--- src/rtl/fetch_unit_pkg.sv ---
// Shared fetch-stage types and constants: FSM encoding, default reset vector, NOP word.
package fetch_unit_pkg;

    typedef enum logic [1:0] {
        FETCH_BOOT  = 2'd0,
        FETCH_RUN   = 2'd1,
        FETCH_WAIT  = 2'd2,
        FETCH_ERROR = 2'd3
    } fetch_state_t;

    localparam logic [31:0] FETCH_RESET_VECTOR = 32'h0000_0000;
    localparam logic [31:0] FETCH_NOP          = 32'h0000_0000;

    // Word-scaled, sign-extended branch displacement.
    function automatic logic [31:0] branch_offset(input logic [15:0] imm);
        return {{14{imm[15]}}, imm, 2'b00};
    endfunction

endpackage

--- src/rtl/fetch_unit_next_pc_logic.sv ---
// Combinational next-PC select: JR > J/JAL > taken BEQ/BNE > PC+4; zero latency, no flow control.
module next_pc_logic
    import fetch_unit_pkg::*;
(
    input  logic [31:0] i_pc_plus4,
    input  logic        i_branch_eq,
    input  logic        i_branch_ne,
    input  logic        i_zero,
    input  logic        i_jump,
    input  logic        i_jump_reg,
    input  logic [15:0] i_branch_imm,
    input  logic [25:0] i_jump_target,
    input  logic [31:0] i_rs_value,
    output logic [31:0] o_next_pc
);

    logic w_branch_taken;

    // With both branch flags set, only the BEQ condition is honoured.
    assign w_branch_taken = i_branch_eq ? i_zero : (i_branch_ne & ~i_zero);

    always_comb begin
        o_next_pc = i_pc_plus4;
        if (i_jump_reg) begin
            o_next_pc = i_rs_value & 32'hFFFF_FFFC;
        end else if (i_jump) begin
            o_next_pc = {i_pc_plus4[31:28], i_jump_target, 2'b00};
        end else if (w_branch_taken) begin
            o_next_pc = i_pc_plus4 + branch_offset(i_branch_imm);
        end
    end

endmodule

--- src/rtl/fetch_unit.sv ---
// Fetch/next-PC stage: PC register, BOOT/RUN/WAIT/ERROR FSM, imem timeout; one instr/cycle when imem ready.
// Stall holds PC, state and timeout counter. Optional retired/taken counters under FETCH_PERF_COUNTERS_EN.
module fetch_unit
    import fetch_unit_pkg::*;
#(
    parameter logic [31:0] RESET_VECTOR   = FETCH_RESET_VECTOR,
    parameter int          TIMEOUT_CYCLES = 16
) (
    input  logic        clk,
    input  logic        reset,
    output logic [31:0] imem_addr,
    output logic        imem_req,
    input  logic [31:0] imem_rdata,
    input  logic        imem_ready,
    input  logic        stall,
    input  logic        branch_eq,
    input  logic        branch_ne,
    input  logic        zero,
    input  logic        jump,
    input  logic        jump_reg,
    input  logic [15:0] branch_imm,
    input  logic [25:0] jump_target,
    input  logic [31:0] rs_value,
    output logic [31:0] instr,
    output logic        instr_valid,
    output logic [31:0] pc,
    output logic [31:0] pc_plus4,
    output logic        fetch_error
`ifdef FETCH_PERF_COUNTERS_EN
    ,
    output logic [31:0] retired_count,
    output logic [31:0] taken_count
`endif
);

    localparam logic [7:0] TIMEOUT_LIMIT = 8'(TIMEOUT_CYCLES);

    fetch_state_t r_state;
    logic [31:0]  r_pc;
    logic [7:0]   r_wait_cnt;
    logic         r_fetch_error;
    logic         r_imem_req;

    logic [31:0]  w_pc_plus4;
    logic [31:0]  w_next_pc;
    logic         w_retire;
    logic [7:0]   w_wait_nxt;

    assign w_pc_plus4 = r_pc + 32'd4;
    assign w_retire   = r_imem_req & imem_ready & ~stall;
    assign w_wait_nxt = r_wait_cnt + 8'd1;

    next_pc_logic u_next_pc (
        .i_pc_plus4    (w_pc_plus4),
        .i_branch_eq   (branch_eq),
        .i_branch_ne   (branch_ne),
        .i_zero        (zero),
        .i_jump        (jump),
        .i_jump_reg    (jump_reg),
        .i_branch_imm  (branch_imm),
        .i_jump_target (jump_target),
        .i_rs_value    (rs_value),
        .o_next_pc     (w_next_pc)
    );

    assign imem_addr   = r_pc;
    assign pc          = r_pc;
    assign pc_plus4    = w_pc_plus4;
    assign imem_req    = r_imem_req;
    assign instr_valid = r_imem_req & imem_ready;
    assign instr       = (r_imem_req & imem_ready) ? imem_rdata : FETCH_NOP;
    assign fetch_error = r_fetch_error;

    always_ff @(posedge clk or posedge reset) begin
        if (reset) begin
            r_state       <= FETCH_BOOT;
            r_pc          <= RESET_VECTOR;
            r_wait_cnt    <= 8'd0;
            r_fetch_error <= 1'b0;
            r_imem_req    <= 1'b0;
        end else begin
            case (r_state)
                FETCH_BOOT: begin
                    r_state    <= FETCH_RUN;
                    r_imem_req <= 1'b1;
                end
                FETCH_RUN, FETCH_WAIT: begin
                    if (w_retire) begin
                        r_pc       <= w_next_pc;
                        r_wait_cnt <= 8'd0;
                        r_state    <= FETCH_RUN;
                    end else if (!imem_ready && !stall) begin
                        // A stalled cycle freezes the timeout as well as the PC.
                        r_wait_cnt <= w_wait_nxt;
                        if (w_wait_nxt == TIMEOUT_LIMIT) begin
                            r_state       <= FETCH_ERROR;
                            r_fetch_error <= 1'b1;
                            r_imem_req    <= 1'b0;
                        end else begin
                            r_state <= FETCH_WAIT;
                        end
                    end
                end
                FETCH_ERROR: begin
                    r_imem_req <= 1'b0;
                end
                default: begin
                    r_state <= FETCH_ERROR;
                end
            endcase
        end
    end

`ifdef FETCH_PERF_COUNTERS_EN
    logic [31:0] r_retired_count;
    logic [31:0] r_taken_count;

    always_ff @(posedge clk or posedge reset) begin
        if (reset) begin
            r_retired_count <= 32'd0;
            r_taken_count   <= 32'd0;
        end else if (w_retire) begin
            r_retired_count <= r_retired_count + 32'd1;
            if (w_next_pc != w_pc_plus4) begin
                r_taken_count <= r_taken_count + 32'd1;
            end
        end
    end

    assign retired_count = r_retired_count;
    assign taken_count   = r_taken_count;
`endif

endmodule

--- config.mk ---
export PLATFORM = sky130hd
export DESIGN_NAME = fetch_unit
export DESIGN_NICKNAME = d
export VERILOG_FILES = /design/src/rtl/fetch_unit_pkg.sv /design/src/rtl/fetch_unit_next_pc_logic.sv /design/src/rtl/fetch_unit.sv
export SDC_FILE = /design/constraint.sdc
export NUM_CORES = 1
export LEC_CHECK = 0
export ABC_AREA = 1
export CAP_MARGIN = 20
export CORE_UTILIZATION = 40
export CTS_CLUSTER_SIZE = 10
export DETAILED_ROUTE_END_ITERATION = 8
export PLACE_DENSITY = 0.77
export SLEW_MARGIN = 20
export SYNTH_ARGS = -nofsm -noshare
export SYNTH_HDL_FRONTEND = slang
export SYNTH_SLANG_ARGS = --single-unit
export TNS_END_PERCENT = 1
--- constraint.sdc ---
create_clock -name clk -period 2.6 [get_ports clk]
set_input_delay 0.52 -clock clk [delete_from_list [all_inputs] [get_ports clk]]
set_output_delay 0.52 -clock clk [all_outputs]
set_load 0.01 [all_outputs]
### Word-level counts from Yosys, hierarchy flattened

Index checks and enable logic that the tools add are counted.

* register bits: 44
* input port bits: 115
* output and inout bits: 131

* eq/ne operators: 8
* add/sub/neg operators: 3
* muxes and demuxes: 15
* reductions and logical operators: 12
* bitwise gates (word level): 6

Operators with widths (count)
* 2-to-1 mux 32 bit: 4
* adder 32 x 3 -> 32 bit (second input constant): 1
* adder 32 bit: 1
* 2-to-1 mux 8 bit: 2
* adder 8 x 1 -> 8 bit (second input constant): 1
* == test 8 x 5 -> 1 bit (second input constant): 1
* != test 2 bit (second input constant): 3
* AND reduction 2 bit: 3
* 2-to-1 mux 1 bit: 5
* == test 2 bit (second input constant): 2
* 2-to-1 mux 2 bit: 2
* one-hot mux 2 bit (2 select lines): 1
* AND reduction 4 bit: 1
* nonzero test 2 bit: 2
* bitwise AND 1 bit: 3
* != test 3 bit (second input constant): 1
* NOT 1 bit: 3
* one-hot mux 1 bit (3 select lines): 1
* AND reduction 3 bit: 1
* == test 2 x 1 -> 1 bit (second input constant): 1
* logical NOT 1 bit: 2
* logical NOT 2 bit: 1
* OR reduction 2 bit: 1
* logical AND 1 bit: 1

### Longest topological paths before layout

* word-level depth: 6
* depth in mapped cells: 24

### Hierarchy

A second synthesis with hierarchy kept.

* cells, all modules: 995
* area total of the unflattened synthesis: 5993.2 µm²

By module, submodules not included
* fetch_unit: area an instance 3138.0 µm², sequential area each 1101.1 µm², cells each 415, times used 1
* next_pc_logic: area an instance 2855.2 µm², sequential area each 0.0 µm², cells each 580, times used 1

### Worst setup path after synthesis

No wires, ideal clock.

* kind: register to register
* start point: reg r_pc[2], in the netlist imem_addr[2]
* end point: reg r_pc[29], in the netlist imem_addr[29]
* arrival: 2733 ps
* setup time: 116 ps
* path buffers: 0
* cell stages (with the launch flop): 18
* setup slack: -249 ps
* data required time: 2484 ps
* cells stage by stage: dfrtp_1 > ha_1 > nand3_2 > inv_1 > nand2_1 > nor2_1 > xor2_1 > ha_1 > nand2_1 > nand2_1 > a21oi_1 > o21ai_0 > a21oi_1 > nand3_1 > nand3_1 > nand2_1 > nand2_1 > nand2_1

* cells in the longest elaborated chain, start to end: 5

RTL lines
* start, declared: RTL line fetch_unit.sv:39 `logic [31:0] r_pc;`
* start signal, assigned: RTL line fetch_unit.sv:89 `r_pc <= w_next_pc;`
* adder 32 x 3 -> 32 bit: RTL line fetch_unit.sv:49 `assign w_pc_plus4 = r_pc + 32'd4;`
* via pc_plus4[18]: RTL line fetch_unit.sv:27 `output logic [31:0] pc_plus4,`
* adder 32 bit: RTL line fetch_unit_next_pc_logic.sv:29 `o_next_pc = i_pc_plus4 + branch_offset(i_branch_imm);`
* 2-to-1 mux 32 bit: RTL line fetch_unit_next_pc_logic.sv:28 `end else if (w_branch_taken) begin`
* 2-to-1 mux 32 bit: RTL line fetch_unit_next_pc_logic.sv:26 `end else if (i_jump) begin`
* 2-to-1 mux 32 bit: RTL line fetch_unit_next_pc_logic.sv:24 `if (i_jump_reg) begin`

The timed path passes the listed nets, and every way through them passes these cells.
A chain may end at the register's enable or synchronous reset.

### Worst setup path after layout

* start point: reg r_pc[8], in the netlist imem_addr[8]
* end point: reg r_pc[20], in the netlist imem_addr[20]

* cells in the longest elaborated chain, start to end: 5

RTL lines (RTL line)
* adder 32 x 3 -> 32 bit (*): fetch_unit.sv:49
* adder 32 bit: fetch_unit_next_pc_logic.sv:29
* 2-to-1 mux 32 bit (*): fetch_unit_next_pc_logic.sv:28
* 2-to-1 mux 32 bit (*): fetch_unit_next_pc_logic.sv:26
* 2-to-1 mux 32 bit (*): fetch_unit_next_pc_logic.sv:24

Every way passes the cells marked *; elsewhere a longest branch is shown, timed or not.

==> results by group <==
CTS
  • Clk buf depth: 2
  • CTS Sinks: 42
  • Root Buffer: clkbuf_16
  • H-tree depth: 2
  • CTS clk-pin slew, worst paths: 0.06 ns
  • CTS hold repair buffers: 0
  • Clock buffer count from CTS: 5
  • CTS tree: built
  • Clock Latency Late Sink: 0.29 ns

Placed design
  • Port bufs: 237
  • Dpl ws: -0.3606 ns
  • GPL Wtd Cong: 0.9879
  • DP HPWL: 21,640 um
  • DP Cell Count: 1,714

Timing
  • Final hold vios: 0
  • Endpoints failing setup: 36
  • Layout Skew: 0.009023 ns
  • Peak Freq: 0.3215 GHz
  • Minimum clock period: 3.110 ns
  • Worst-Margin Slew: 0.6255 ns
  • RSZ-0062 raised after global routing: yes
  • Hold WS: 0.5018 ns
  • Slew margin rel.: 0.5825
  • Final worst-path cycle share: 1.196
  • Final max-slew violation count: 0
  • Slack of the critical path: -0.5100 ns

Synthesis
  • Yosys warnings: 0
  • Synthesized cell area: 6267 sq um
  • EDFF count, synth: 0
  • Async SR Flop Fraction: 1.000
  • Seq/Total Area, Yosys: 0.1677
  • Top FF cell, synth: dfrtp_1
  • Unique masters post-synth: 45
  • Flops & latches, synth: 42
  • Mean area per synthesized cell: 5.541 sq um
  • Mapped Cells: 1,131

Floorplan
  • Row count: 45
  • Die ar.: 16,170 sq um
  • Initial core utilization: 0.4107
  • Die Y: 127.2 um
  • Core area: 15,260 sq um
  • Width of the chip: 127.2 um
  • Io pins: 246

Final layout
  • Non-filler instance count after layout: 1,759
  • Layout net count: 1,700
  • FF/Latch Area: 1064 sq um
  • Area Overhead vs Synth: 82.57%
  • Fin util: 0.7499
  • Area of the multi-input gates: 5157 sq um
  • Fillers: 1,118
  • Fraction of layout cells with a size suffix above 1: 0.3154

Setup path
  • CP endpoint kind: register
  • Critical path class: register to register
  • Most frequent cell on the critical path: nand2_1
  • Worst EP required: 2.76 ns
  • Crit path DAT: 3.27 ns
  • Max stage delay cell, worst path: dfrtp_1
  • Crit start category: register
  • Worst-path cell chain: nand2_2 -> nor2_4 -> nand2_2 -> nor2_4 -> nand4_1 -> xor2_2 -> buf_4 -> ha_4 -> a21oi_4 -> nor2_1 -> nor2_1 -> nand2_1 -> inv_2 -> nand2_1 -> nand2_1 -> nand3_2 -> nand2_2 -> nand2_1 -> nand2_1 -> o21ai_1
  • Max incr delay on CP: 0.45 ns
  • Crit-path max FO: 3

Routing
  • Via count: 9,345
  • DR WL/cell: 17.59 um
  • Routed vias/inst: 5.313
  • Drt total wl: 30,940 um
  • Residual DRC count: 0
  • Drt pass-1 iters: 5
  • 1st-iter DRT viols: 925
  • Antenna Nets Post-Route: 0

Global routing
  • Largest net degree at the start of global routing: 47
  • Antenna violations before repair: 1
  • Vias in the first global route: 8,630
  • Gr ovfl total: 0
  • Global-route wire length before repair: 42,630 um
  • GRT Util Overall: 0.3394

Min path
  • Hold Crit Class: register to register

Status
  • Status: complete, but fails checks
  • Failing checks: negative setup slack

Run
  • Max Cap Viol: 0

Pwr
  • Tot Pwr: 12.52 mW
  • PwrDens: 1094 nW/um^2
  • Worst VDD drop: 606.9 uV
  • Leakage: 5.866 nW
-- cell type report --
class	instances	share of cell area
inverter	193	0.06353
antenna	1	0.0002187
sequential	42	0.09295
multi-input combinational	844	0.4507
timing repair buffer	460	0.3549
tap	211	0.02307
clock buffer	8	0.01454
-- logic make-up after synthesis --
group | count (synthesis) | synth area share
and+or+nand+nor | 662 | 0.4470
buffers and inverters | 250 | 0.1731
AOI/OAI and AO/OA | 114 | 0.1004
DFF | 42 | 0.1677
adders and majority gates | 39 | 0.07906
xor gates and xnor gates | 23 | 0.03214
other | 1 | 0.0005983
-- per-stage QoR --
stage	instance area (sq um)	TNS, ns
after floorplan	6342	-0.6906
after global placement	10070	-5.776
after detailed placement	10070	-7.570
after CTS	10790	-3.954
after global routing	11440	-14.09
final	11440	-9.356
-- power by group --
| group | internal (mW) | leakage [nW] | switching [mW] |
|---|---|---|---|
| clock | 0.435 | 0.0832 | 0.249 |
| sequential | 0.972 | 0.515 | 0.401 |
| combinational | 5.05 | 5.27 | 5.41 |
| total | 6.45 | 5.87 | 6.06 |
-- flip-flops by register name, indices dropped and copies added, names as in the netlist --
signal,flops
imem_req,1
r_wait_cnt,8
imem_addr,30
fetch_error,1
r_state,2
-- synth_stat cells, types with 3 or more instances --
| master | number | area share |
|---|---|---|
| nand2_1 | 370 | 0.22 |
| inv_1 | 188 | 0.11 |
| nor2_1 | 160 | 0.096 |
| nand3_1 | 65 | 0.052 |
| a21oi_1 | 52 | 0.042 |
| dfrtp_1 | 42 | 0.17 |
| buf_4 | 38 | 0.046 |
| ha_1 | 38 | 0.076 |
| o21ai_0 | 31 | 0.025 |
| xor2_1 | 19 | 0.027 |
| nand4_1 | 15 | 0.015 |
| clkbuf_1 | 14 | 0.0084 |
| nor2_2 | 12 | 0.012 |
| nor3_1 | 9 | 0.0072 |
| o22ai_1 | 8 | 0.0080 |
| o21ai_1 | 7 | 0.0056 |
| nand2_2 | 6 | 0.0060 |
| nand3b_1 | 5 | 0.0060 |
| inv_2 | 4 | 0.0024 |
| nor3_2 | 4 | 0.0064 |
| o221ai_1 | 4 | 0.0056 |
| or2_2 | 4 | 0.0040 |
| xnor2_1 | 4 | 0.0056 |
| buf_2 | 3 | 0.0024 |
| nand3_2 | 3 | 0.0048 |
| nor2_4 | 3 | 0.0054 |
-- timing repair --
action                                  in CTS  in global routing
setup buffers                               19                 17
resized for setup                          125                153
endpoints found under the setup margin      50                 45
pin swaps                                   30                 58
-- metal layers --
layer	wire length [um]	up-vias	GRT usage
met3	2830	167	0.04523
met5	0	-	0
met4	2052	0	0.1583
li1	-	4282	-
met2	14610	648	0.5979
met1	11440	4248	0.4100
-- critical path: cells and delay by family, from the launching register on --
| kind | cells | cell delay [ns] |
|---|---|---|
| and+or+nand+nor | 14 | 1.54 |
| DFF | 1 | 0.45 |
| xor gates and xnor gates | 1 | 0.26 |
| buffers and inverters | 2 | 0.26 |
| AOI/OAI and AO/OA | 2 | 0.25 |
| adders and majority gates | 1 | 0.22 |
-- cell usage in the layout, fill, tap and decap left out, types with 10 or more instances in the layout --
| cell | n |
|---|---|
| a21oi_1 | 36 |
| a21oi_2 | 14 |
| buf_4 | 228 |
| clkdlybuf4s50_1 | 212 |
| dfrtp_1 | 32 |
| dfrtp_2 | 10 |
| ha_1 | 13 |
| ha_4 | 24 |
| inv_1 | 170 |
| inv_2 | 21 |
| nand2_1 | 306 |
| nand2_2 | 61 |
| nand2_4 | 10 |
| nand3_1 | 56 |
| nand4_1 | 15 |
| nor2_1 | 119 |
| nor2_2 | 33 |
| nor2_4 | 23 |
| o21ai_0 | 24 |
| o21ai_1 | 12 |
| xor2_1 | 12 |
-- path summary, 6_finish.rpt --
kind                       cells after the start             to  slack (ns)    startpoint
max reg2reg                                   20  imem_addr[20]       -0.51  imem_addr[8]
min reg2reg                                    1    fetch_error        0.50   fetch_error
max                                           20  imem_addr[20]       -0.51  imem_addr[8]
max in group asynchronous                      3  imem_addr[13]        1.48         reset
min                                            1    fetch_error        0.50   fetch_error
min in group asynchronous                      3  imem_addr[23]        0.69         reset
No activity file was read; power rests on OpenSTA's default activity.
